File: config.mk
export PLATFORM = sky130hd
export DESIGN_NAME = binary_game_core
export DESIGN_NICKNAME = d
export VERILOG_FILES = /design/src/rtl/binary_game_core.sv
export SDC_FILE = /design/constraint.sdc
export NUM_CORES = 1
export LEC_CHECK = 0
export CAP_MARGIN = 20
export CORE_MARGIN = 2
export CORE_UTILIZATION = 51
export CTS_BUF_LIST = sky130_fd_sc_hd__clkbuf_4
export DETAILED_ROUTE_END_ITERATION = 10
export GPL_ROUTABILITY_DRIVEN = 0
export PLACE_DENSITY = 0.86
export SYNTH_ARGS = -nofsm -noshare
export SYNTH_HDL_FRONTEND = slang
export SYNTH_SLANG_ARGS = --single-unit
File: constraint.sdc
create_clock -name clk -period 2.7 [get_ports clk]
set_clock_uncertainty 0.2 [all_clocks]
set_input_delay 0.405 -clock clk [delete_from_list [all_inputs] [get_ports clk]]
set_output_delay 0.405 -clock clk [all_outputs]
set_load 0.01 [all_outputs]
File: src/rtl/binary_game_core.sv
// Round-based binary-counting game engine: draws non-zero targets from a free-running
// LFSR, scores held matches as hits, counts timeouts as misses, and stops after ROUNDS.
module binary_game_core #(
  parameter int unsigned      WIDTH          = 8,
  parameter int unsigned      ROUNDS         = 10,
  parameter int unsigned      TIMEOUT_CYCLES = 0,
  parameter int unsigned      HOLD_CYCLES    = 1,
  parameter logic [WIDTH-1:0] LFSR_TAPS      = 8'hB8,
  parameter logic [WIDTH-1:0] LFSR_SEED      = 8'h01
) (
  input  logic                            clk,
  input  logic                            rst,
  input  logic [WIDTH-1:0]                switches,
  input  logic                            start,
  output logic [WIDTH-1:0]                target,
  output logic                            new_target,
  output logic                            target_valid,
  output logic                            hit,
  output logic                            miss,
  output logic [$clog2(ROUNDS+1)-1:0]     score,
  output logic [$clog2(ROUNDS+1)-1:0]     round,
  output logic                            game_over
);

  localparam int unsigned CW = $clog2(ROUNDS + 1);
  localparam int unsigned TW = $clog2(TIMEOUT_CYCLES + 2);
  localparam int unsigned HW = $clog2(HOLD_CYCLES + 1);
  localparam logic [CW-1:0] ROUNDS_C = CW'(ROUNDS);
  localparam logic [TW-1:0] T_LAST   = TW'(TIMEOUT_CYCLES - 1);
  localparam logic [HW-1:0] H_LAST   = HW'(HOLD_CYCLES - 1);
  localparam logic          TO_EN    = (TIMEOUT_CYCLES != 0);

  typedef enum logic [1:0] {
    S_IDLE = 2'd0,
    S_LOAD = 2'd1,
    S_PLAY = 2'd2,
    S_DONE = 2'd3
  } state_e;

  state_e            state_q, state_d;
  logic [WIDTH-1:0]  lfsr_q, lfsr_d;
  logic [WIDTH-1:0]  target_q, target_d;
  logic              new_target_q, new_target_d;
  logic              hit_q, hit_d;
  logic              miss_q, miss_d;
  logic [CW-1:0]     score_q, score_d;
  logic [CW-1:0]     round_q, round_d;
  logic [TW-1:0]     timer_q, timer_d;
  logic [HW-1:0]     hold_q, hold_d;
  logic              match_s;
  logic              hit_now_s;
  logic              miss_now_s;
  logic [CW-1:0]     round_inc_s;

  // State, LFSR and output registers; reset returns every output to zero.
  always_ff @(posedge clk) begin
    if (rst) begin
      state_q      <= S_IDLE;
      lfsr_q       <= LFSR_SEED;
      target_q     <= '0;
      new_target_q <= 1'b0;
      hit_q        <= 1'b0;
      miss_q       <= 1'b0;
      score_q      <= '0;
      round_q      <= '0;
      timer_q      <= '0;
      hold_q       <= '0;
    end else begin
      state_q      <= state_d;
      lfsr_q       <= lfsr_d;
      target_q     <= target_d;
      new_target_q <= new_target_d;
      hit_q        <= hit_d;
      miss_q       <= miss_d;
      score_q      <= score_d;
      round_q      <= round_d;
      timer_q      <= timer_d;
      hold_q       <= hold_d;
    end
  end

  // Next-state and round bookkeeping.
  always_comb begin
    state_d      = state_q;
    lfsr_d       = {lfsr_q[WIDTH-2:0], ^(lfsr_q & LFSR_TAPS)};
    target_d     = target_q;
    new_target_d = 1'b0;
    hit_d        = 1'b0;
    miss_d       = 1'b0;
    score_d      = score_q;
    round_d      = round_q;
    timer_d      = timer_q;
    hold_d       = hold_q;
    match_s      = (switches == target_q);
    hit_now_s    = 1'b0;
    miss_now_s   = 1'b0;
    round_inc_s  = round_q + CW'(1);

    case (state_q)
      S_IDLE, S_DONE: begin
        if (start) begin
          score_d = '0;
          round_d = '0;
          state_d = S_LOAD;
        end else begin
          state_d = state_q;
        end
      end
      S_LOAD: begin
        // Refusing a target equal to the switches rules out an instant hit.
        if (lfsr_q != switches) begin
          target_d     = lfsr_q;
          timer_d      = '0;
          hold_d       = '0;
          new_target_d = 1'b1;
          state_d      = S_PLAY;
        end else begin
          state_d = S_LOAD;
        end
      end
      S_PLAY: begin
        timer_d    = timer_q + TW'(1);
        hit_now_s  = match_s && (hold_q == H_LAST);
        miss_now_s = TO_EN && (timer_q == T_LAST) && !hit_now_s;
        if (match_s) begin
          hold_d = hold_q + HW'(1);
        end else begin
          hold_d = '0;
        end
        if (hit_now_s) begin
          hit_d   = 1'b1;
          score_d = score_q + CW'(1);
        end else begin
          score_d = score_q;
        end
        if (hit_now_s || miss_now_s) begin
          miss_d  = miss_now_s;
          round_d = round_inc_s;
          state_d = (round_inc_s == ROUNDS_C) ? S_DONE : S_LOAD;
        end else begin
          state_d = S_PLAY;
        end
      end
      default: begin
        state_d = S_IDLE;
      end
    endcase
  end

  assign target       = target_q;
  assign new_target   = new_target_q;
  assign hit          = hit_q;
  assign miss         = miss_q;
  assign score        = score_q;
  assign round        = round_q;
  assign target_valid = (state_q == S_PLAY);
  assign game_over    = (state_q == S_DONE);

endmodule

==> impl_metrics.json <==
{
  "syn_inst": 145,
  "drv_cap": 0,
  "worst-path-stages": 6,
  "synth_top_cell_area_share": 0.412,
  "fill_cells": 237,
  "grt_max_degree": 14,
  "crit_required_ns": 2.74,
  "cts_tree": "done",
  "core-area_um2": 2690,
  "max_slew.worst_pin.slew_ns": 0.609,
  "cts-hold-fix-buffers": 0,
  "cp_top_family": "simple AND/OR/NAND/NOR gates",
  "first_pass_iters": 5,
  "cts_inserted_buffers": 5,
  "seq_area_frac_synth": 0.412,
  "async_reset_ff_frac": 0,
  "clock-root-buffer": "clkbuf_4",
  "vias_per_cell": 5.36,
  "ioPinCount": 32,
  "cp-end-kind": "flip-flop",
  "globalRouteOverflowTotal": 0,
  "critPathBufInv": 1,
  "diodes": 0,
  "fp-row-count": 19,
  "insertion_delay_ns": 0.33,
  "combPwrFrac": 0.346,
  "fin_crit_sh": 0.853,
  "synth_top_flop_cell": "dfxtp_1",
  "nNetsFinal": 199,
  "synth_commonest_cells": "dfxtp_1, xor2_1, nor2_1",
  "cp.arrival_ns": 2.34,
  "ant_nets": 0,
  "worstSetupPathType": "in -> reg",
  "rsz0062_at_grt": "false",
  "ys_warn_count": 0,
  "synth_edf_count": 0,
  "dieWidth_um": 56.6,
  "p_clk_frac": 0.228,
  "p_per_area_nw_per_um2": 629,
  "synth_area_leader_cell": "dfxtp_1",
  "synth_cell_types": 36,
  "r2r_cells": 5,
  "final_max_slew_viol_count": 0,
  "dieArea_um2": 3200,
  "synth_seq_cells": 29,
  "ctsResizeCount": 0,
  "start_util": 0.524,
  "worstHoldPathCells": 2,
  "instances_no_fill": 214,
  "slowest_delay_ns": 0.59,
  "place_inst": 206,
  "relSlewSlack": 0.583,
  "drcViolationCount": 0,
  "critPathSlowestCell": "or4b_1",
  "drt-wirelength-per-cell_um": 14.4,
  "grt_pass1_wl_mm": 5.29,
  "drt_wl_total_mm": 3.08,
  "critPathLaunchType": "input pin",
  "vias": 1146,
  "area_growth_syn_to_layout_pct": 28.9,
  "max-vdd-ir-drop_uv": 566,
  "switching_share": 0.343,
  "clock_path_buffers": 2,
  "fin_crit_ns": 2.30,
  "cellLeakagePower_nw": 0.779,
  "final-hold-violation-count": 0,
  "max_freq_mhz": 434,
  "p_sw_w": 0.000392,
  "hpwlAfterDp_mm": 2.31,
  "clkSlewWorstSetupHoldPaths_ns": 0.08,
  "clock-sinks": 29,
  "initialDrtViolationCount": 23,
  "setup-violations-final": 0,
  "synth_fp_nets": 162,
  "grt_pass1_vias": 1164,
  "path_cells": "clkdlybuf4s50_1 -> xor2_1 -> nor4_4 -> nand3_2 -> or4b_1 -> o31ai_1",
  "hold_start": "score[1]",
  "syn_avg_cell_area_um2": 9.72,
  "netlist_area_um2": 1410,
  "final_layout_size_suffix_gt1_frac": 0.104,
  "cp_max_fo": 6,
  "status": "complete, no violations",
  "p_int_w": 0.000749,
  "grt_use_total": 0.218,
  "postCtsSetupBuffers": 0,
  "yosysMostFrequentCell": "dfxtp_1",
  "p_seq_frac": 0.426,
  "hold_class": "reg -> reg",
  "worstReg2RegStart": "state_q[0]",
  "synth_area_leaders": "dfxtp_1, xor2_1, mux2i_1, ha_1, nor2_1",
  "io_buffer_count": 30,
  "htree_levels": 2,
  "fp.dieH_um": 56.6,
  "crit_start": "switches[5]",
  "final.setup.tns_ns": 0,
  "antenna_found_initial": 0
}
final cells by class:
cell class	instances	area [µm²]	area share
Clock buffer	6	45.0	0.0248
Clock inverter	2	10.0	0.00551
Inverter	9	33.8	0.0186
Multi-Input combinational cell	102	769	0.424
Sequential cell	29	581	0.320
Tap cell	31	38.8	0.0214
Timing Repair Buffer	35	338	0.186
worst register-to-register path, stage by stage, from the launching register on:
cell	delay (ns)
dfxtp_1	0.39
inv_1	0.06
ha_1	0.34
mux2i_1	0.56
o21ai_0	0.34
mux2i_1	0.22
through the flow:
stage / worst slack, ns / util / hold WS [ns] / instance area, µm² / total power [W]
2_1_floorplan: 0.600 / - / 0.268 / 1410 / 0.000771
3_3_place_gp: 0.144 / 0.655 / 0.271 / 1760 / 0.000875
3_5_place_dp: 0.0824 / 0.655 / 0.289 / 1760 / 0.000892
4_1_cts: 0.350 / 0.676 / 0.302 / 1820 / 0.00115
5_1_grt: 0.282 / 0.676 / 0.324 / 1820 / 0.00121
6_report: 0.397 / 0.676 / 0.302 / 1820 / 0.00114
placed cells by master (no fill, tap or decap), drive strengths merged, types with 3 or more instances in the layout:
cell,n
nand3,4
dfxtp,29
ha,6
nand2,4
clkdlybuf4s50,30
buf,5
xor2,18
nor4,3
xnor2,3
a21oi,5
mux2i,11
o21ai,4
nor2b,7
nor2,14
clkbuf,6
inv,9
cell families after synthesis:
| family | after synthesis | share of synthesized area |
|---|---|---|
| XOR/XNOR | 21 | 0.131 |
| other | 1 | 0.00266 |
| buffers and inverters | 14 | 0.0417 |
| adder cells (fa/ha/maj) | 6 | 0.0533 |
| multiplexers | 11 | 0.0782 |
| AND/OR/NAND/NOR | 41 | 0.175 |
| AO/OA/AOI/OAI | 22 | 0.107 |
| flip-flops | 29 | 0.412 |
flip-flops by register name (all words and copies together) (netlist names):
| name | cells |
|---|---|
| round | 4 |
| lfsr_q | 8 |
| state_q | 2 |
| hit | 1 |
| new_target | 1 |
| hold_q | 1 |
| score | 4 |
| target | 8 |
per-layer routing:
| layer | vias to the layer above | GRT usage | routed length [µm] |
|---|---|---|---|
| li1 | 574 | - | - |
| met1 | 533 | 0.246 | 1320 |
| met2 | 33 | 0.369 | 1520 |
| met3 | 6 | 0.0760 | 189 |
| met4 | 0 | 0.0918 | 51 |
| met5 | - | 0 | 0 |
power groups by stage:
stage / Clock, W / Sequential, W / Combinational [W]
after floorplan: 0 / 0.000496 / 0.000275
after global placement: 0 / 0.000493 / 0.000382
after detailed placement: 0 / 0.000496 / 0.000396
after CTS: 0.000266 / 0.000486 / 0.000397
after global routing: 0.000285 / 0.000492 / 0.000432
final: 0.000260 / 0.000486 / 0.000395
final timing paths:
check                  end  slack, ns
setup / recovery  score[2]       0.40
hold / removal    score[1]       0.30
setup reg to reg  round[0]       0.52
hold reg to reg   score[1]       0.30
(Power assumes the default switching activity.)
